===== src/rtl/lcd_pkg.sv =====
// Shared timing constants and pixel type for the 480x272 RGB LCD path.
package lcd_pkg;

  // Default panel timing for the 480x272 display, in clocks (h) and lines (v).
  localparam int H_SYNC_DEF = 41;
  localparam int H_BP_DEF   = 2;
  localparam int H_ACT_DEF  = 480;
  localparam int H_FP_DEF   = 2;
  localparam int V_SYNC_DEF = 10;
  localparam int V_BP_DEF   = 2;
  localparam int V_ACT_DEF  = 272;
  localparam int V_FP_DEF   = 2;
  localparam int CNT_W_DEF  = 11;

  // Derived totals and first active positions for the default timing.
  localparam int H_TOTAL     = H_SYNC_DEF + H_BP_DEF + H_ACT_DEF + H_FP_DEF;
  localparam int V_TOTAL     = V_SYNC_DEF + V_BP_DEF + V_ACT_DEF + V_FP_DEF;
  localparam int H_ACT_START = H_SYNC_DEF + H_BP_DEF;
  localparam int V_ACT_START = V_SYNC_DEF + V_BP_DEF;

  // One RGB565 pixel as delivered by the SDRAM read FIFO.
  typedef logic [15:0] rgb565_t;

endpackage


===== src/rtl/lcd_axis_cnt.sv =====
// One timing axis: free-running position counter with sync/active region decode.
// The horizontal instance steps every clock; the vertical one steps on h wrap.
module lcd_axis_cnt
  import lcd_pkg::*;
#(
  parameter int SYNC  = H_SYNC_DEF,
  parameter int BP    = H_BP_DEF,
  parameter int ACT   = H_ACT_DEF,
  parameter int FP    = H_FP_DEF,
  parameter int CNT_W = CNT_W_DEF
) (
  input  logic             clk,
  input  logic             rst,
  input  logic             inc,
  output logic [CNT_W-1:0] cnt,
  output logic             wrap,
  output logic             in_sync,
  output logic             in_act
);

  localparam logic [CNT_W-1:0] LAST     = CNT_W'(SYNC + BP + ACT + FP - 1);
  localparam logic [CNT_W-1:0] SYNC_END = CNT_W'(SYNC);
  localparam logic [CNT_W-1:0] ACT_BEG  = CNT_W'(SYNC + BP);
  localparam logic [CNT_W-1:0] ACT_END  = CNT_W'(SYNC + BP + ACT);

  // wrap is only meaningful when the axis is actually stepping this cycle.
  assign wrap    = inc && (cnt == LAST);
  assign in_sync = (cnt < SYNC_END);
  assign in_act  = (cnt >= ACT_BEG) && (cnt < ACT_END);

  // Step the position, returning to 0 after the last position of the axis.
  always_ff @(posedge clk or posedge rst) begin
    if (rst) begin
      cnt <= '0;
    end else if (inc) begin
      cnt <= (cnt == LAST) ? '0 : cnt + CNT_W'(1);
    end
  end

endmodule


===== src/rtl/lcd_timing_gen.sv =====
// LCD video timing source: stage 0 counters drive the FIFO read request,
// stage 1 registers sync/de/position so they line up with the returned word.
module lcd_timing_gen
  import lcd_pkg::*;
#(
  parameter int H_SYNC   = H_SYNC_DEF,
  parameter int H_BP     = H_BP_DEF,
  parameter int H_ACT    = H_ACT_DEF,
  parameter int H_FP     = H_FP_DEF,
  parameter int V_SYNC   = V_SYNC_DEF,
  parameter int V_BP     = V_BP_DEF,
  parameter int V_ACT    = V_ACT_DEF,
  parameter int V_FP     = V_FP_DEF,
  parameter bit SYNC_POL = 1'b0,
  parameter int CNT_W    = CNT_W_DEF
) (
  input  logic             clk,
  input  logic             rst,
  output logic             rd_req,
  input  logic [15:0]      rd_data,
  input  logic             fifo_empty,
  output logic             out_hs,
  output logic             out_vs,
  output logic             out_de,
  output logic [15:0]      out_data,
  output logic [CNT_W-1:0] pix_x,
  output logic [CNT_W-1:0] pix_y,
  output logic             frame_start,
  output logic             underflow
);

  localparam logic [CNT_W-1:0] H_START = CNT_W'(H_SYNC + H_BP);
  localparam logic [CNT_W-1:0] V_START = CNT_W'(V_SYNC + V_BP);

  // Stage 0: horizontal and vertical positions.
  logic [CNT_W-1:0] h_cnt, v_cnt;
  logic             h_wrap, v_wrap;
  logic             h_sync, v_sync;
  logic             h_act, v_act;
  logic             at_origin;

  // Stage 1: timing aligned with the FIFO word requested in stage 0.
  logic             hs_raw_reg, vs_raw_reg, de_raw_reg;
  logic             miss_reg;
  logic             frame_start_reg;
  logic [CNT_W-1:0] pix_x_reg, pix_y_reg;
  logic             underflow_reg;
  rgb565_t          pixel;

  lcd_axis_cnt #(
    .SYNC(H_SYNC), .BP(H_BP), .ACT(H_ACT), .FP(H_FP), .CNT_W(CNT_W)
  ) u_h_cnt (
    .clk(clk), .rst(rst), .inc(1'b1),
    .cnt(h_cnt), .wrap(h_wrap), .in_sync(h_sync), .in_act(h_act)
  );

  lcd_axis_cnt #(
    .SYNC(V_SYNC), .BP(V_BP), .ACT(V_ACT), .FP(V_FP), .CNT_W(CNT_W)
  ) u_v_cnt (
    .clk(clk), .rst(rst), .inc(h_wrap),
    .cnt(v_cnt), .wrap(v_wrap), .in_sync(v_sync), .in_act(v_act)
  );

  // Reset parks both counters in the sync region, so rd_req is already 0 there
  // and no extra gating is needed; the read must never be stalled.
  assign rd_req    = h_act && v_act;
  assign at_origin = (h_cnt == '0) && (v_cnt == '0);

  // Stage 1 pipeline: one-cycle delayed timing, position and FIFO-miss flag.
  always_ff @(posedge clk or posedge rst) begin
    if (rst) begin
      hs_raw_reg      <= 1'b0;
      vs_raw_reg      <= 1'b0;
      de_raw_reg      <= 1'b0;
      miss_reg        <= 1'b0;
      frame_start_reg <= 1'b0;
      pix_x_reg       <= '0;
      pix_y_reg       <= '0;
    end else begin
      hs_raw_reg      <= h_sync;
      vs_raw_reg      <= v_sync;
      de_raw_reg      <= rd_req;
      miss_reg        <= rd_req && fifo_empty;
      frame_start_reg <= at_origin;
      pix_x_reg       <= h_cnt - H_START;
      pix_y_reg       <= v_cnt - V_START;
    end
  end

  // Sticky underflow: a missed read sets it, frame origin clears it, set wins.
  always_ff @(posedge clk or posedge rst) begin
    if (rst) begin
      underflow_reg <= 1'b0;
    end else if (rd_req && fifo_empty) begin
      underflow_reg <= 1'b1;
    end else if (at_origin) begin
      underflow_reg <= 1'b0;
    end
  end

  // A missed word is blanked rather than passing stale FIFO output.
  assign pixel       = (de_raw_reg && !miss_reg) ? rgb565_t'(rd_data) : rgb565_t'(16'h0000);
  assign out_hs      = ~(hs_raw_reg ^ SYNC_POL);
  assign out_vs      = ~(vs_raw_reg ^ SYNC_POL);
  assign out_de      = de_raw_reg;
  assign out_data    = pixel;
  assign pix_x       = pix_x_reg;
  assign pix_y       = pix_y_reg;
  assign frame_start = frame_start_reg;
  assign underflow   = underflow_reg;

endmodule


===== config.mk =====
export PLATFORM = sky130hd
export DESIGN_NAME = lcd_timing_gen
export DESIGN_NICKNAME = d
export VERILOG_FILES = /design/src/rtl/lcd_pkg.sv /design/src/rtl/lcd_axis_cnt.sv /design/src/rtl/lcd_timing_gen.sv
export SDC_FILE = /design/constraint.sdc
export NUM_CORES = 1
export LEC_CHECK = 0
export ABC_CLOCK_PERIOD_IN_PS = 3270
export BUFFER_PORTS_ARGS = -buffer_cell sky130_fd_sc_hd__buf_2
export CAP_MARGIN = 0
export CORE_MARGIN = 2
export CORE_UTILIZATION = 56
export DETAILED_ROUTE_END_ITERATION = 6
export GPL_TIMING_DRIVEN = 0
export MAX_ROUTING_LAYER = met4
export PLACE_DENSITY = 0.84
export SETUP_SLACK_MARGIN = 0.2
export SYNTH_ARGS = -nofsm -noshare
export SYNTH_HDL_FRONTEND = slang
export SYNTH_SLANG_ARGS = --single-unit

===== constraint.sdc =====
create_clock -name clk -period 3.27 [get_ports clk]
set_clock_uncertainty 0.1 [all_clocks]
set_input_delay 0.654 -clock clk [delete_from_list [all_inputs] [get_ports clk]]
set_output_delay 0.654 -clock clk [all_outputs]
set_load 0.005 [all_outputs]

* After elaboration in Yosys (flattened, before gate mapping) *
Cells that the tools add are included.

storage, ports and cells
  output and inout bits = 44
  word-level logic and storage cells = 39
  bits of input ports = 19
  register bits after elaboration = 50

cells by class
  bitwise gates (word level) = 2
  reduce and logical (&&, ||, !) cells = 10
  $add $sub $neg = 4
  equal/unequal tests = 2
  multiplexer cells = 5
  $lt $le $gt $ge = 6

operator list
  cell                   number
  $add 11x1->11 const B  2
  $logic_not 11->1       2
  $mux 11                2
  $mux 16                1
  $eq 11x10->1 const B   1
  $eq 11x9->1 const B    1
  $ge 11x4->1 const B    1
  $ge 11x6->1 const B    1
  $lt 11x10->1 const B   1
  $lt 11x4->1 const B    1
  $lt 11x6->1 const B    1
  $lt 11x9->1 const B    1
  $sub 11x4->11 const B  1
  $sub 11x6->11 const B  1
  $logic_and 1x1->1      6
  $mux 1                 2
  $not 1->1              2
  $reduce_bool 2->1      1
  $logic_not 1->1        1

* Longest topological paths before layout *
Gate-level depths: netlist of run 1.

  word-level depth = 5
  gate-level depth with buffers = 7
  depth with buffers taken out = 6

* Hierarchy *
A second synthesis of run 1 with hierarchy kept.

unflattened totals
  cell total of the unflattened synthesis = 237
  area total of the unflattened synthesis = 2,538.7 um^2

by module, submodules not included
  module                  times used  area an instance (um^2)  cells each  sequential area each (um^2)
  lcd_timing_gen          1           1,238.7                  105         700.7
  lcd_axis_cnt (u_v_cnt)  1           653.1                    68          275.3
  lcd_axis_cnt (u_h_cnt)  1           646.9                    64          275.3

* Worst setup path before layout of run 1 *
OpenSTA, ideal clock, no wires.

  path kind = register to output
  from = reg u_h_cnt.cnt[7]
  to = out rd_req
  slack = 1.111 ns
  path buffers = 1
  required time = 2.516 ns
  arrival = 1.405 ns
  cell stages (with the launch flop) = 6
  cells stage by stage = dfrtp_1 > buf_6 > nor4_4 > nand2_1 > o311ai_1 > nor2_1

on the way
  longest elaborated chain between the ends = 3
  elaborated cells on any way between the ends = 4
  those cells by class = order compare (2); reduce/logical (2)

ends and longest elaborated chain
  what                                         RTL line              text
  from (decl)                                  lcd_axis_cnt.sv:15    output logic [CNT_W-1:0] cnt,
  from (signal assigned)                       lcd_axis_cnt.sv:36    cnt <= (cnt == LAST) ? '0 : cnt + CNT_W'(1);
  $ge 11x6->1 or $lt 11x10->1 (tied branches)  lcd_axis_cnt.sv:29    assign in_act = (cnt >= ACT_BEG) && (cnt < ACT_END);
  $logic_and 1x1->1 (*)                        lcd_axis_cnt.sv:29
  $logic_and 1x1->1 (*)                        lcd_timing_gen.sv:66  assign rd_req = h_act && v_act;
  to (decl)                                    lcd_timing_gen.sv:19  output logic rd_req,

Mark *: on every way between the ends. The rest lies on a longest branch, timed or not.

* Worst setup path in the final report of run 1 *
  from = reg u_h_cnt.cnt[8]
  to = out rd_req

Same word-level chain as after synthesis.

==> reports/qor.yml, run 1 <==
run_status: "complete, no violations"
die_x_microns: 69.8
drt_wl_total_microns: 5030
cts_resized: 0
drt_pass1_iterations: 4
period_share: 0.869
grt_overflow: 0
drc_errors: 0
yosys_warnings: 0
final_antenna_net_count: 0
critPathLaunchType: "flip-flop"
hpwl_microns: 3570
cts_tree: "done"
core_region_area_sq_um: 4090
routedWlPerCell_microns: 14.2
synth.net_count: 259
ios: 63
port-buffer-count: 62
via_per_inst: 5.37
grt_max_degree: 30
most-common-layout-cells: "67 x buf_2, 50 x dfrtp_1, 19 x nor2_1, 19 x xnor2_1, 17 x and2_1"
dpl.cell_count: 346
yosysSeqAreaShare: 0.516
async_flop_share: 1.00
vias: 1896
die-area_sq_um: 4870
syn-cell-area_sq_um: 2420
stdcell_count: 353
p_per_area_nw_per_um2: 368
crit_path_max_fanout: 6
pwr-share-seq: 0.572
htree_num_levels: 2
tightest_slew_ps: 464
p_leak_nw: 1.49
required_ps: 2520
drive_gt1_frac: 0.271
finalCriticalPeriod_ps: 2840
antenna_found_initial: 0
worst_setup_path_end_kind: "output pin"
p_int_uw: 872
ir_drop_mv: 0.279
ff_latch_area_sq_um: 1250
multiInputGateArea_sq_um: 1040
routabilityCongestion: 0.863
hold_viol: 0
grt.total_usage: 0.222
clk_path_buf_depth: 2
grt_pass1_wl_microns: 8420
synth_edf_count: 0
diodes: 0
yosysUniqueCellTypes: 39
cts_buffers: 5
finalMaxSlewViolations: 0
cts_setup_buffers: 0
total_power_mw: 1.08
pwr-share-clk: 0.406
combPwrFrac: 0.022
maxCapViolations: 0
rsz0062_at_grt: "false"
cts-root-buf: "clkbuf_8"
syn_to_final_growth_pct: 20.9
worstSetupPathType: "flip-flop to output pin"
min_path_type: "primary input to async pin"
arrival_ps: 2090
finalNetCount: 329
clk_latency_ps: 300
die_height_microns: 69.8
slew_headroom: 0.686
grt_pass1_vias: 1843
drt_iter0_drc: 152
synthFlopType: "dfrtp_1"
mostFrequentLayoutCell: "buf_2"
path_clk_slew_ps: 80
ctsHoldBuffers: 0
fillers: 336
max_clock_freq_mhz: 352
syn_avg_cell_area_sq_um: 10.4
fin_setup_tns_ps: 0
netSwitchingPower_uw: 207
setup_viol: 0
postSynthCellCount: 233
start_util: 0.593
fin_util: 0.717
ys_ff_latch: 50
swShare: 0.192
rows: 23
cts.sinks: 50
==> final cells by class <==
type                            count  share of cell area
Inverter                           14              0.0179
Buffer                             12              0.0265
Multi-Input combinational cell    157               0.356
Tap cell                           50              0.0214
Clock inverter                      1              0.0103
Timing Repair Buffer               63               0.113
Clock buffer                        6              0.0282
Sequential cell                    50               0.427
==> power groups by stage <==
stage	logic, mW	registers, mW	clock network (mW)
global route	0.0281	0.618	0.465
CTS	0.0252	0.618	0.447
finish	0.0240	0.618	0.438
floorplan	0.00920	0.630	0
global placement	0.0210	0.630	0
detailed placement	0.0252	0.630	0
==> synthesized netlist by cell type, types with 4 or more instances <==
cell / count / area share
and2_1: 17 / 0.044
buf_2: 5 / 0.010
dfrtp_1: 50 / 0.52
o21ai_0: 4 / 0.0083
a21oi_1: 8 / 0.017
nand2_1: 12 / 0.019
nor2_1: 19 / 0.029
xnor2_1: 19 / 0.069
inv_1: 14 / 0.022
nand4_1: 6 / 0.015
xor2_1: 9 / 0.033
nand3_1: 16 / 0.033
clkbuf_1: 4 / 0.0062
nor3_1: 6 / 0.012
ha_1: 7 / 0.036
==> routing by layer <==
metal	global-route usage	wire [microns]
met3	0.0378	212
met2	0.366	2600
met5	-	0
met4	0.105	135
met1	0.267	2090
==> worst paths after layout <==
path / to / cells past startpoint / start / slack [ps]
setup reg to reg: u_v_cnt.cnt[2]$_DFFE_PP0N_ / 6 / u_v_cnt.cnt[2]$_DFFE_PP0N_ / 1220
min in group clk: pix_y[1]$_DFF_PP0_ / 0 / u_v_cnt.cnt[1]$_DFFE_PP0N_ / 390
max in group asynchronous: u_v_cnt.cnt[4]$_DFFE_PP0N_ / 3 / rst / 2300
setup / recovery: rd_req / 5 / u_h_cnt.cnt[8]$_DFF_PP0_ / 430
hold / removal: pix_y[2]$_DFF_PP0_ / 2 / rst / 260
hold reg to reg: pix_y[1]$_DFF_PP0_ / 0 / u_v_cnt.cnt[1]$_DFFE_PP0N_ / 390
==> worst max-delay path: stages (launching register included) <==
cell,delay [ps]
dfrtp_1,470
nor4_4,440
nand2_1,130
o311ai_1,460
nor2_1,130
buf_2,150
==> cells by family after synthesis <==
group / count (synthesis) / synth area share
AO/OA/AOI/OAI: 27 / 0.0723
XOR/XNOR: 28 / 0.101
adder cells (fa/ha/maj): 7 / 0.0361
buffers and inverters: 26 / 0.0537
flip-flops: 50 / 0.516
multiplexers: 2 / 0.00826
AND/OR/NAND/NOR: 93 / 0.212
==> stage by stage <==
stage / setup WS, ps / instance area (sq um) / hold slack [ps]
3_3_place_gp: 769 / 2800 / 349
4_1_cts: 413 / 2930 / 269
5_1_grt: 263 / 2930 / 294
2_1_floorplan: 1110 / 2420 / 316
3_5_place_dp: 760 / 2820 / 355
6_report: 429 / 2930 / 263
Note: power is estimated with default switching activity, not from simulation.
==> run 2: changes to the inputs <==
Settings changed: MAX_ROUTING_LAYER met4 to unset.
==> run 2 against run 1 <==
Die area unchanged. Sequential share of layout area stayed put. Via count is 0.16% lower. Global-route usage down 0.62 points. Clock power is essentially flat. First-iteration DRC count is 13% lower. Count of clock-buffer cells in the layout is the same. Critical path type unchanged. Critical endpoint unchanged. Largest cell class unchanged. Largest power group unchanged.
==> reports/qor.yml, run 2 (synthesized netlist as in run 1, its figures left out) <==
finalMaxSlewViolations: 0
setup_ws_ps: 418
multiInputGateArea_sq_um: 1040
grt_max_degree: 30
drc_errors: 0
worstPathCellList: "nor4_4 > nand2_1 > o311ai_1 > nor2_1 > buf_2"
crit_path_max_fanout: 6
fin_setup_tns_ps: 0
finalNetCount: 329
ctsHoldBuffers: 0
path_clk_slew_ps: 80
drt_pass1_iterations: 4
run_status: "complete, no violations"
critPathLaunchType: "flip-flop"
cp_slowest_cell: "dfrtp_1"
tightest_slew_ps: 488
rsz0062_at_grt: "false"
arrival_ps: 2100
pre_cts_ws_ps: 760
antenna_found_initial: 0
drt_iter0_drc: 133
worst_setup_path_end_kind: "output pin"
grt_pass1_wl_microns: 8420
syn_to_final_growth_pct: 20.9
fin_area_sq_um: 2930
cts-root-buf: "clkbuf_8"
mostFrequentLayoutCell: "buf_2"
rr_startpoint: "u_v_cnt.cnt[2]$_DFFE_PP0N_"
placed_area_sq_um: 2820
most-common-layout-cells: "67 x buf_2, 50 x dfrtp_1, 19 x nor2_1, 19 x xnor2_1, 17 x and2_1"
core_region_area_sq_um: 4090
maxCapViolations: 0
cts_buffers: 5
grt_pass1_vias: 1850
final_antenna_net_count: 0
die_height_microns: 69.8
via_per_inst: 5.36
routedWlPerCell_microns: 14.3
min_path_type: "primary input to async pin"
period_share: 0.872
total_power_mw: 1.08
fillers: 336
die-area_sq_um: 4870
slowest_delay_ps: 470
cts_resized: 0
port-buffer-count: 62
hold_viol: 0
start_util: 0.593
setup_viol: 0
stdcell_count: 353
ff_latch_area_sq_um: 1250
required_ps: 2520
drive_gt1_frac: 0.271
hpwl_microns: 3570
htree_num_levels: 2
ios: 63
clk_path_buf_depth: 2
p_leak_nw: 1.49
path_buf_inv: 1
cts_setup_buffers: 0
holdWs_ps: 260
rows: 23
clk_latency_ps: 310
p_per_area_nw_per_um2: 370
die_x_microns: 69.8
diodes: 0
worstSetupPathType: "flip-flop to output pin"
grt_overflow: 0
cts_tree: "done"
grt.total_usage: 0.216
ir_drop_mv: 0.281
critPathTopFamily: "simple AND/OR/NAND/NOR gates"
cts.sinks: 50
finalCriticalPeriod_ps: 2850
max_clock_freq_mhz: 351
dpl.cell_count: 346
drt_wl_total_microns: 5040
vias: 1893
fin_util: 0.717
startpoint: "u_h_cnt.cnt[8]$_DFF_PP0_"
slew_headroom: 0.674
routabilityCongestion: 0.850
run 2: worst register-to-register path, cell delays in order, from the launching register on:
cell	delay, ps
dfrtp_1	470
ha_1	190
clkbuf_1	320
and4_1	270
nand3_1	190
a21oi_1	240
o22ai_1	100
run 2: final timing paths:
check | slack (ps) | end | cells past startpoint
max | 420 | rd_req | 5
min | 260 | pix_y[2]$_DFF_PP0_ | 2
max reg2reg | 1270 | u_v_cnt.cnt[2]$_DFFE_PP0N_ | 6
min reg2reg | 380 | pix_y[1]$_DFF_PP0_ | 0
max in group asynchronous | 2300 | u_v_cnt.cnt[4]$_DFFE_PP0N_ | 3
min in group clk | 380 | pix_y[1]$_DFF_PP0_ | 0
run 2: per-layer routing:
layer  GRT usage  vias up  part of all wire
met2       0.366       61              0.52
met1       0.267      895              0.42
met3      0.0378       12             0.042
met5           0        -                 0
met4       0.105        0             0.025
li1            -      925                 -
run 2: area by class of cell:
class                      instances  area share
multi-input combinational        157       0.356
buffer                            12      0.0265
tap                               50      0.0214
timing repair buffer              63       0.113
clock buffer                       6      0.0282
clock inverter                     1      0.0103
sequential                        50       0.427
inverter                          14      0.0179
run 2: power breakdown:
part	switching [mW]	internal, mW
Clock	0.196	0.245
Sequential	0	0.618
Combinational	0.0141	0.00997
==> run 3: changes to the inputs <==
Settings changed: CORE_ASPECT_RATIO set to 1.1.
==> run 3 against run 2 <==
Sequential share of layout area grew 0.24 points. Final cell count up 1.4%. First-iteration DRC count down 23%. Flip-flop and latch count did not move.
==> reports/qor.yml, run 3 (synthesized netlist as in run 1, its figures left out) <==
run_status: "complete, no violations"
cts_setup_buffers: 0
startpoint: "u_h_cnt.cnt[8]$_DFF_PP0_"
ios: 63
die_x_microns: 66.7
grt_pass1_vias: 1732
htree_num_levels: 2
hold_viol: 0
cts.sinks: 50
crit_path_max_fanout: 6
cts_tree: "done"
pwr-share-seq: 0.615
ir_drop_mv: 0.270
dr_wl_met3_microns: 206
port-buffer-count: 62
wl_met1_microns: 1900
required_ps: 2520
worstSetupPathType: "flip-flop to output pin"
maxCapViolations: 0
finalNetCount: 329
vias: 1891
cp_slowest_cell: "dfrtp_1"
fin_setup_tns_ps: 0
drive_gt1_frac: 0.270
slowest_delay_ps: 480
slew_headroom: 0.683
routabilityCongestion: 0.826
fin_area_sq_um: 2910
finalCriticalPeriod_ps: 2840
grt_pass1_wl_microns: 7880
placed_area_sq_um: 2820
critPathLaunchType: "flip-flop"
mostFrequentLayoutCell: "buf_2"
die-area_sq_um: 4870
netSwitchingPower_uw: 206
routedWlPerCell_microns: 13.5
arrival_ps: 2090
core_region_area_sq_um: 4220
combPwrFrac: 0.024
rr_startpoint: "u_v_cnt.cnt[2]$_DFFE_PP0N_"
critPathTopFamily: "simple AND/OR/NAND/NOR gates"
cts_buffers: 5
worstPathCellList: "nor4_4 > nand2_1 > o311ai_1 > nor2_1 > buf_2"
drt_pass1_iterations: 4
tightest_slew_ps: 468
ctsHoldBuffers: 0
hpwl_microns: 3540
drt_wl_total_microns: 4840
worst_setup_path_end_kind: "output pin"
wl_met2_microns: 2650
start_util: 0.574
p_int_uw: 798
grt_overflow: 0
grt.total_usage: 0.218
drt_iter0_drc: 103
period_share: 0.869
min_path_type: "primary input to async pin"
most-common-layout-cells: "67 x buf_2, 50 x dfrtp_1, 19 x nor2_1, 19 x xnor2_1, 17 x and2_1"
cts_resized: 0
rows: 25
finalMaxSlewViolations: 0
syn_to_final_growth_pct: 20.2
swShare: 0.205
via_per_inst: 5.28
max_clock_freq_mhz: 352
path_buf_inv: 1
die_height_microns: 73.0
antenna_found_initial: 0
clk_path_buf_depth: 2
clk_latency_ps: 300
path_clk_slew_ps: 90
cts-root-buf: "clkbuf_8"
pwr-share-clk: 0.361
rsz0062_at_grt: "false"
diodes: 0
top_layer: "met4"
p_per_area_nw_per_um2: 345
p_leak_nw: 1.48
final_antenna_net_count: 0
setup_viol: 0
grt_max_degree: 43
drc_errors: 0
==> run 3: power groups by stage <==
stage / Clock, mW / Combinational [mW] / Sequential (mW)
floorplan: 0 / 0.00920 / 0.630
finish: 0.363 / 0.0238 / 0.618
CTS: 0.368 / 0.0251 / 0.618
detailed placement: 0 / 0.0250 / 0.630
global placement: 0 / 0.0211 / 0.630
global route: 0.388 / 0.0280 / 0.618
==> run 3: layout make-up <==
type	count	area, sq um
multi-input cells	157	1040
plain buffers	12	77.6
repair buffers	63	330
fillers	343	1310
clock buffers	7	86.3
inverters	14	52.6
flip-flops and latches	50	1250
well taps	54	67.6
clock inverters	1	5.00
==> run 3: final timing paths <==
kind | end | slack (ps) | depth (start not counted)
max in group asynchronous | u_h_cnt.cnt[10]$_DFF_PP0_ | 2460 | 3
setup / recovery | rd_req | 430 | 5
hold reg to reg | pix_y[1]$_DFF_PP0_ | 370 | 0
setup reg to reg | u_v_cnt.cnt[2]$_DFFE_PP0N_ | 1310 | 6
hold / removal | pix_y[6]$_DFF_PP0_ | 150 | 2
min in group clk | pix_y[1]$_DFF_PP0_ | 370 | 0
==> run 3: stage by stage <==
stage / hold slack (ps) / instances / power (mW) / utilization / setup slack [ps]
after floorplan: 316 / 233 / 0.639 / - / 1110
after global placement: 346 / 349 / 0.651 / 0.663 / 766
after detailed placement: 348 / 350 / 0.655 / 0.668 / 754
after CTS: 152 / 358 / 1.01 / 0.690 / 418
after global routing: 159 / 358 / 1.03 / 0.690 / 263
final: 146 / 358 / 1.00 / 0.690 / 429
==> run 3: per-layer routing <==
| layer | global-route usage | vias up |
|---|---|---|
| met4 | 0.0907 | 0 |
| met1 | 0.259 | 912 |
| li1 | - | 923 |
| met2 | 0.381 | 49 |
| met5 | 0 | - |
| met3 | 0.0448 | 7 |
